--- src/rtl/jump_pkg.sv ---
// Shared kind encodings and FSM state type for the jump resolve unit.
package jump_pkg;

    localparam logic [1:0] KIND_BR   = 2'b00;
    localparam logic [1:0] KIND_JAL  = 2'b01;
    localparam logic [1:0] KIND_JALR = 2'b10;

    typedef enum logic [1:0] {
        S_IDLE    = 2'b00,
        S_WAIT    = 2'b01,
        S_RESOLVE = 2'b10,
        S_WB      = 2'b11
    } state_e;

endpackage

--- src/rtl/sat_counter.sv ---
// Saturating up-counter; stops at all-ones, cleared only by reset.
module sat_counter #(
    parameter int unsigned CNT_W = 16
) (
    input  logic             clk,
    input  logic             rst_n,
    input  logic             inc,
    output logic [CNT_W-1:0] cnt
);

    logic [CNT_W-1:0] cnt_q;
    logic [CNT_W-1:0] cnt_d;

    // Next count: increment unless already saturated.
    always_comb begin
        cnt_d = cnt_q;
        if (inc && !(&cnt_q)) begin
            cnt_d = cnt_q + CNT_W'(1);
        end
    end

    // Counter register.
    always_ff @(posedge clk or negedge rst_n) begin
        if (!rst_n) begin
            cnt_q <= '0;
        end else begin
            cnt_q <= cnt_d;
        end
    end

    assign cnt = cnt_q;

endmodule

--- src/rtl/jump_resolve_unit.sv ---
// Resolves jump FU results: redirect pulse to IF, link writeback, misalign flag, stats.
module jump_resolve_unit
    import jump_pkg::*;
#(
    parameter int unsigned FU_LAT = 1,
    parameter int unsigned XLEN   = 32,
    parameter int unsigned CNT_W  = 16
) (
    input  logic             clk,
    input  logic             rst_n,
    input  logic             issue_valid,
    output logic             issue_ready,
    input  logic [1:0]       issue_kind,
    input  logic [4:0]       issue_rd,
    input  logic [XLEN-1:0]  fu_pc_jump,
    input  logic [XLEN-1:0]  fu_pc_wb,
    input  logic             fu_cmp_res,
    output logic             redirect_valid,
    output logic [XLEN-1:0]  redirect_pc,
    output logic             wb_valid,
    input  logic             wb_ready,
    output logic [4:0]       wb_rd,
    output logic [XLEN-1:0]  wb_data,
    output logic             misalign_exc,
    output logic [CNT_W-1:0] branch_cnt,
    output logic [CNT_W-1:0] taken_cnt
);

    localparam int unsigned LAT_W = (FU_LAT > 1) ? $clog2(FU_LAT) : 1;

    state_e            state_q, state_d;
    logic [LAT_W-1:0]  lat_cnt_q, lat_cnt_d;
    logic [1:0]        kind_q, kind_d;
    logic [4:0]        rd_q, rd_d;
    logic [XLEN-1:0]   pc_jump_q, pc_jump_d;
    logic [XLEN-1:0]   pc_wb_q, pc_wb_d;
    logic              cmp_q, cmp_d;
    logic              issue_ready_q, issue_ready_d;
    logic              redirect_valid_q, redirect_valid_d;
    logic [XLEN-1:0]   redirect_pc_q, redirect_pc_d;
    logic              wb_valid_q, wb_valid_d;
    logic [4:0]        wb_rd_q, wb_rd_d;
    logic [XLEN-1:0]   wb_data_q, wb_data_d;
    logic              misalign_q, misalign_d;
    logic              inc_br_c, inc_tk_c;
    logic              is_jump_c, taken_c;
    logic [XLEN-1:0]   target_c;

    // Decode of the captured instruction; JALR clears bit 0 of its target.
    always_comb begin
        is_jump_c = (kind_q == KIND_JAL) || (kind_q == KIND_JALR);
        taken_c   = is_jump_c || cmp_q;
        target_c  = (kind_q == KIND_JALR) ? {pc_jump_q[XLEN-1:1], 1'b0} : pc_jump_q;
    end

    // Next-state and registered-output logic.
    always_comb begin
        state_d          = state_q;
        lat_cnt_d        = lat_cnt_q;
        kind_d           = kind_q;
        rd_d             = rd_q;
        pc_jump_d        = pc_jump_q;
        pc_wb_d          = pc_wb_q;
        cmp_d            = cmp_q;
        issue_ready_d    = issue_ready_q;
        redirect_valid_d = 1'b0;
        redirect_pc_d    = redirect_pc_q;
        wb_valid_d       = wb_valid_q;
        wb_rd_d          = wb_rd_q;
        wb_data_d        = wb_data_q;
        misalign_d       = 1'b0;
        inc_br_c         = 1'b0;
        inc_tk_c         = 1'b0;

        case (state_q)
            S_IDLE: begin
                if (issue_valid && issue_ready_q) begin
                    kind_d        = issue_kind;
                    rd_d          = issue_rd;
                    lat_cnt_d     = LAT_W'(FU_LAT - 1);
                    issue_ready_d = 1'b0;
                    state_d       = S_WAIT;
                end
            end
            S_WAIT: begin
                if (lat_cnt_q == '0) begin
                    pc_jump_d = fu_pc_jump;
                    pc_wb_d   = fu_pc_wb;
                    cmp_d     = fu_cmp_res;
                    state_d   = S_RESOLVE;
                end else begin
                    lat_cnt_d = lat_cnt_q - LAT_W'(1);
                end
            end
            S_RESOLVE: begin
                if (!is_jump_c) begin
                    inc_br_c = 1'b1;
                    inc_tk_c = cmp_q;
                end
                if (taken_c && target_c[1]) begin
                    misalign_d    = 1'b1;
                    issue_ready_d = 1'b1;
                    state_d       = S_IDLE;
                end else begin
                    if (taken_c) begin
                        redirect_valid_d = 1'b1;
                        redirect_pc_d    = target_c;
                    end
                    if (is_jump_c && (rd_q != 5'd0)) begin
                        wb_valid_d = 1'b1;
                        wb_rd_d    = rd_q;
                        wb_data_d  = pc_wb_q;
                        state_d    = S_WB;
                    end else begin
                        issue_ready_d = 1'b1;
                        state_d       = S_IDLE;
                    end
                end
            end
            S_WB: begin
                if (wb_ready) begin
                    wb_valid_d    = 1'b0;
                    issue_ready_d = 1'b1;
                    state_d       = S_IDLE;
                end
            end
            default: begin
                issue_ready_d = 1'b1;
                state_d       = S_IDLE;
            end
        endcase
    end

    // State, capture and output registers.
    always_ff @(posedge clk or negedge rst_n) begin
        if (!rst_n) begin
            state_q          <= S_IDLE;
            lat_cnt_q        <= '0;
            kind_q           <= KIND_BR;
            rd_q             <= '0;
            pc_jump_q        <= '0;
            pc_wb_q          <= '0;
            cmp_q            <= 1'b0;
            issue_ready_q    <= 1'b1;
            redirect_valid_q <= 1'b0;
            redirect_pc_q    <= '0;
            wb_valid_q       <= 1'b0;
            wb_rd_q          <= '0;
            wb_data_q        <= '0;
            misalign_q       <= 1'b0;
        end else begin
            state_q          <= state_d;
            lat_cnt_q        <= lat_cnt_d;
            kind_q           <= kind_d;
            rd_q             <= rd_d;
            pc_jump_q        <= pc_jump_d;
            pc_wb_q          <= pc_wb_d;
            cmp_q            <= cmp_d;
            issue_ready_q    <= issue_ready_d;
            redirect_valid_q <= redirect_valid_d;
            redirect_pc_q    <= redirect_pc_d;
            wb_valid_q       <= wb_valid_d;
            wb_rd_q          <= wb_rd_d;
            wb_data_q        <= wb_data_d;
            misalign_q       <= misalign_d;
        end
    end

    sat_counter #(.CNT_W(CNT_W)) u_branch_cnt (
        .clk   (clk),
        .rst_n (rst_n),
        .inc   (inc_br_c),
        .cnt   (branch_cnt)
    );

    sat_counter #(.CNT_W(CNT_W)) u_taken_cnt (
        .clk   (clk),
        .rst_n (rst_n),
        .inc   (inc_tk_c),
        .cnt   (taken_cnt)
    );

    assign issue_ready    = issue_ready_q;
    assign redirect_valid = redirect_valid_q;
    assign redirect_pc    = redirect_pc_q;
    assign wb_valid       = wb_valid_q;
    assign wb_rd          = wb_rd_q;
    assign wb_data        = wb_data_q;
    assign misalign_exc   = misalign_q;

endmodule

--- config.mk ---
export PLATFORM = sky130hd
export DESIGN_NAME = jump_resolve_unit
export DESIGN_NICKNAME = d
export VERILOG_FILES = /design/src/rtl/jump_pkg.sv /design/src/rtl/sat_counter.sv /design/src/rtl/jump_resolve_unit.sv
export SDC_FILE = /design/constraint.sdc
export NUM_CORES = 1
export LEC_CHECK = 0
export CORE_AREA = 3 3 110 190
export CTS_BUF_LIST = sky130_fd_sc_hd__clkbuf_8 sky130_fd_sc_hd__clkbuf_16
export DETAILED_ROUTE_END_ITERATION = 6
export DIE_AREA = 0 0 113 193
export PLACE_DENSITY_LB_ADDON = 0.08
export SYNTH_ARGS = -nofsm -noshare
export SYNTH_HDL_FRONTEND = slang
export SYNTH_SLANG_ARGS = --single-unit
--- constraint.sdc ---
create_clock -name clk -period 1.95 [get_ports clk]
set_input_delay 0.4875 -clock clk [delete_from_list [all_inputs] [get_ports clk]]
set_output_delay 0.4875 -clock clk [all_outputs]
set_load 0.1 [all_outputs]
After elaboration in Yosys (flattened, before gate mapping) --
Cells that the tools add are included.
Word-level totals: flip-flop bits (word level) 180, output and inout bits 105, logic and storage cells 83
Cells by class: add/subtract/negate cells 3, reductions and logical operators 24, equal/unequal tests 11, muxes and demuxes 27, bitwise gates (word level) 2
Operators by type and width (count):
- $add 16x1->16 const B | 2
- $reduce_and 16->1 | 2
- $mux 1 | 18
- $mux 2 | 5
- $ne 2x2->1 const B | 5
- $reduce_and 3->1 | 3
- $pmux 2 s4 | 1
- $reduce_and 4->1 | 2
- $eq 2x2->1 const B | 3
- $reduce_and 2->1 | 3
- $logic_and 1x1->1 | 5
- $reduce_bool 5->1 | 1
- $eq 2x1->1 const B | 2
- $pmux 1 s2 | 2
- $reduce_bool 2->1 | 2
- $ne 3x3->1 const B | 1
- $pmux 1 s3 | 1
- $reduce_bool 3->1 | 1
- $logic_not 1->1 | 2
- $logic_not 2->1 | 1
- $logic_or 1x1->1 | 2
- $not 1->1 | 2
- $sub 1x1->1 const B | 1

Logic depth before layout (Yosys ltp) --
word-level depth 6, gate-level depth with buffers 7

By module --
Synthesis repeated with hierarchy kept, for this count alone.
Second synthesis, totals: cell total of the unflattened synthesis 484, area total of the unflattened synthesis 7435.9 µm²
By module, submodules not included:
- jump_resolve_unit | times used 1, cells each 334, area an instance 5754.3 µm², seq. area each 3679.8 µm²
- sat_counter | times used 2, cells each 75, area an instance 840.8 µm², seq. area each 400.4 µm²

Least setup slack after synthesis --
OpenSTA, ideal clock, no wires.
path type register to register, start reg u_branch_cnt.cnt_q[0], in the netlist u_branch_cnt.cnt[0], end reg u_branch_cnt.cnt_q[1], in the netlist u_branch_cnt.cnt[1], clock period less this slack 2.525 ns, stages on the path, launching flop included 6, data arrival time 2.398 ns, buffers on the path 0, setup slack -0.575 ns, cells stage by stage dfrtp_1 > ha_1 > nand4_2 > nor4_4 > nor2_2 > mux2_4
On the way: word-level cells in the longest chain between the ends 3, elaborated cells on any way between the ends 4
RTL lines:
- start, declared | line sat_counter.sv:11 | logic [CNT_W-1:0] cnt_q;
- start signal, assigned | line sat_counter.sv:27 | cnt_q <= cnt_d;
- parallel branches: the longest is 3 deep, another holds $add 16x1->16
Parallel ways; which one is timed is not known. A chain may end at the register's enable or synchronous reset.

Final worst setup path --
start reg kind_q[0], end reg wb_data_q[19], in the netlist wb_data[19]
On the way: word-level cells in the longest chain between the ends 6, elaborated cells on any way between the ends 8
RTL lines:
- start, declared | line jump_resolve_unit.sv:33 | logic [1:0] kind_q, kind_d;
- start signal, assigned | line jump_resolve_unit.sv:154 | kind_q <= kind_d;
- $eq 2x1->1 or $eq 2x2->1 (tied branches) | line jump_resolve_unit.sv:51 | is_jump_c = (kind_q == KIND_JAL) || (kind_q == KIND_JALR);
- $logic_or 1x1->1 * | line jump_resolve_unit.sv:51
- $logic_or 1x1->1 | line jump_resolve_unit.sv:52 | taken_c = is_jump_c || cmp_q;
- $logic_and 1x1->1 | line jump_resolve_unit.sv:100 | if (taken_c && target_c[1]) begin
- $not 1->1 (no source line)
- $reduce_and 3->1 (no source line) *
- end signal, assigned | line jump_resolve_unit.sv:164 | wb_data_q <= wb_data_d;
- end, declared | line jump_resolve_unit.sv:43 | logic [XLEN-1:0] wb_data_q, wb_data_d;
Every way passes the cells marked *; elsewhere a longest branch is shown, timed or not.

==> metrics.md <==
| Metric | Value |
|---|---|
| Number of core rows | `67` |
| H-tree depth | `4` |
| Drt total wl | `16,800 um` |
| CTS clk-pin slew, worst paths | `60 ps` |
| Post-synth EDFFs | `0` |
| Crit Path Category | `flop to flop` |
| First-pass GRT wire length | `26,800 um` |
| DRT antenna net count | `0` |
| Main synth FF type | `dfrtp_1` |
| DR DRC count | `0` |
| Max Buffers Root-to-Sink | `2` |
| CP startpoint kind | `flop` |
| Die area | `21,800 um2` |
| Hold crit path type | `flop to flop` |
| Root Buffer | `clkbuf_16` |
| Setup violators final | `0` |
| Syn avg cell area | `14.9 um2` |
| Post-Syn Nets | `558` |
| Hold Vio Cnt, Final | `0` |
| Vias/cell | `4.92` |
| RSZ-0062 raised after global routing | `no` |
| Sequential-to-total area share from yosys stat | `62.6%` |
| Pre-antenna DRT Iters | `5` |
| Final Skew | `5.01 ps` |
| CTS Buf Count | `17` |
| Synth cell types | `46` |
| Via count | `4,598` |
| Initial antenna violation count | `0` |
| Fin nets | `760` |
| #FFs+latches synth | `179` |
| IO Pins | `181` |
| CTS sink cnt | `179` |
| Period utilisation layout | `95.4%` |
| Layout cells sized above 1 | `50.3%` |
| Number of port buffers | `180` |
| Layout area overhead | `55.9%` |
| Vias in the first global route | `5,069` |
| CTS tree | `done` |
| Final Hold Slack | `497 ps` |
| DRT iter0 DRCs | `112` |
| Slew HR | `59.0%` |
| Core Region | `19,400 um2` |
| Final Wtd Congestion | `0.785` |
| Cell count after synthesis | `479` |
| Grt total ovfl | `0` |
| Largest net degree at the start of global routing | `44` |
| Initial core utilization | `36.8%` |
| Antenna cells | `0` |
| Critical Path End Type | `flop` |
| Synthesized area | `7160 um2` |
| Yosys warning total | `0` |
| CP arrival | `2170 ps` |
| Asr flop ratio synth | `100%` |
| WL/cell | `18.0 um` |
| Die Y-Extent | `193 um` |
| Slew Limit Fails | `0` |
| Critical path data required time | `2250 ps` |
| Max FO, Critical Path | `41` |
| Max-cap violations | `0` |
| Dpl hpwl | `12,600 um` |
| Die width | `113 um` |
| Worst-skew pair later-pin latency | `420 ps` |
| Outcome | `complete, no violations` |
| Worst-Margin Slew | `611 ps` |
| Fmax | `537 MHz` |
| All-Layer GR Usage | `16.0%` |
| Final period demand of the worst path | `1860 ps` |
worst max-delay path, cell delays in order, from the launching register on:
cell and delay (ps):
dfrtp_1 360, inv_1 80, ha_2 310, a2111o_2 480, buf_12 200, mux2_2 300
sequential cells by signal, indices dropped and copies added (netlist names):
signal,cells
issue_ready,1
state_q,2
pc_wb_q,32
misalign_exc,1
redirect_valid,1
u_taken_cnt.cnt,16
pc_jump_q,32
wb_data,32
kind_q,2
rd_q,5
redirect_pc,32
wb_valid,1
cmp_q,1
u_branch_cnt.cnt,16
wb_rd,5
per-stage QoR:
stage | utilization (%) | setup TNS [ps] | area, um2 | worst slack [ps] | instances
after floorplan | - | -19.0 | 7240 | -17.7 | 479
after detailed placement | 54.2 | 0 | 10500 | 1.61 | 901
final | 57.4 | 0 | 11200 | 89.1 | 935
after global placement | 54.2 | 0 | 10500 | 52.9 | 901
after global routing | 57.4 | 0 | 11200 | 2.64 | 935
after CTS | 57.3 | 0 | 11100 | 37.4 | 935
final timing paths:
check | from | cells after the start | to | slack (ps)
worst min register to register | pc_jump_q[17] | 1 | redirect_pc[17] | 500
worst max register to register | kind_q[0] | 5 | wb_data[19] | 90
max in group asynchronous | rst_n | 3 | redirect_pc[31] | 880
min in group asynchronous | rst_n | 2 | u_taken_cnt.cnt[12] | 520
worst max-delay path | kind_q[0] | 5 | wb_data[19] | 90
worst min-delay path | pc_jump_q[17] | 1 | redirect_pc[17] | 500
synthesized netlist by cell type (2+ instances only):
library cell | instances | share of area, %
dfrtp_1 | 178 | 62
mux2_2 | 140 | 22
xor2_1 | 21 | 2.6
nand2_1 | 19 | 1.0
buf_2 | 16 | 1.1
nand3_1 | 13 | 0.91
nor3_1 | 13 | 0.91
inv_1 | 6 | 0.31
nand4_1 | 6 | 0.52
xnor2_1 | 6 | 0.73
nor2_1 | 5 | 0.26
a21oi_1 | 4 | 0.28
nor2b_1 | 4 | 0.35
a211oi_2 | 3 | 0.52
and4_1 | 3 | 0.37
ha_1 | 3 | 0.52
nor3b_1 | 3 | 0.31
nor4_1 | 3 | 0.26
o21ai_0 | 3 | 0.21
a31oi_1 | 2 | 0.17
and3_1 | 2 | 0.17
or3_1 | 2 | 0.17
metal layers:
layer	vias to the layer above	global-route usage (%)	part of all wire, %
li1	2098	-	-
met1	2351	16.3	35
met2	128	29.7	57
met3	21	5.43	6.2
met4	0	6.02	1.9
met5	-	0	0
cell usage in the layout (no fill, tap or decap), types with 5 or more instances in the layout:
cell type        instances
buf_12                 112
buf_4                   12
clkbuf_16               17
clkbuf_8                 6
clkdlybuf4s50_1         74
dfrtp_1                148
dfrtp_2                 23
dfrtp_4                  7
inv_1                   11
mux2_2                 140
nand2_1                 19
nand3_1                 12
nand4_1                  6
nor2_1                   5
nor3_1                  12
xnor2_1                  6
xor2_1                  21
cell families after synthesis:
family                   synth area share (%)
multiplexers                             22.4
flip-flops                               62.6
XOR/XNOR                                 3.30
adder cells (fa/ha/maj)                 0.525
buffers and inverters                    1.54
AND/OR/NAND/NOR                          8.06
AO/OA/AOI/OAI                            1.57
area by class of cell:
type	instances	area (um2)
clock buffer	23	508
clock inverter	9	63.8
fill	1599	8290
inverter	6	22.5
multi-input combinational	277	2630
sequential	179	4540
tap	241	302
timing repair buffer	200	3090
what timing repair did:
action,CTS,global route
hold buffers,1,0
buffers inserted,1,0
gates resized for setup,1,5
pin swaps,1,0
setup endpoints to repair,2,34
endpoints found under the hold margin,24,0
Power is not shown: default switching activity piles up to over one toggle a cycle in this logic, so the estimate is an artifact.
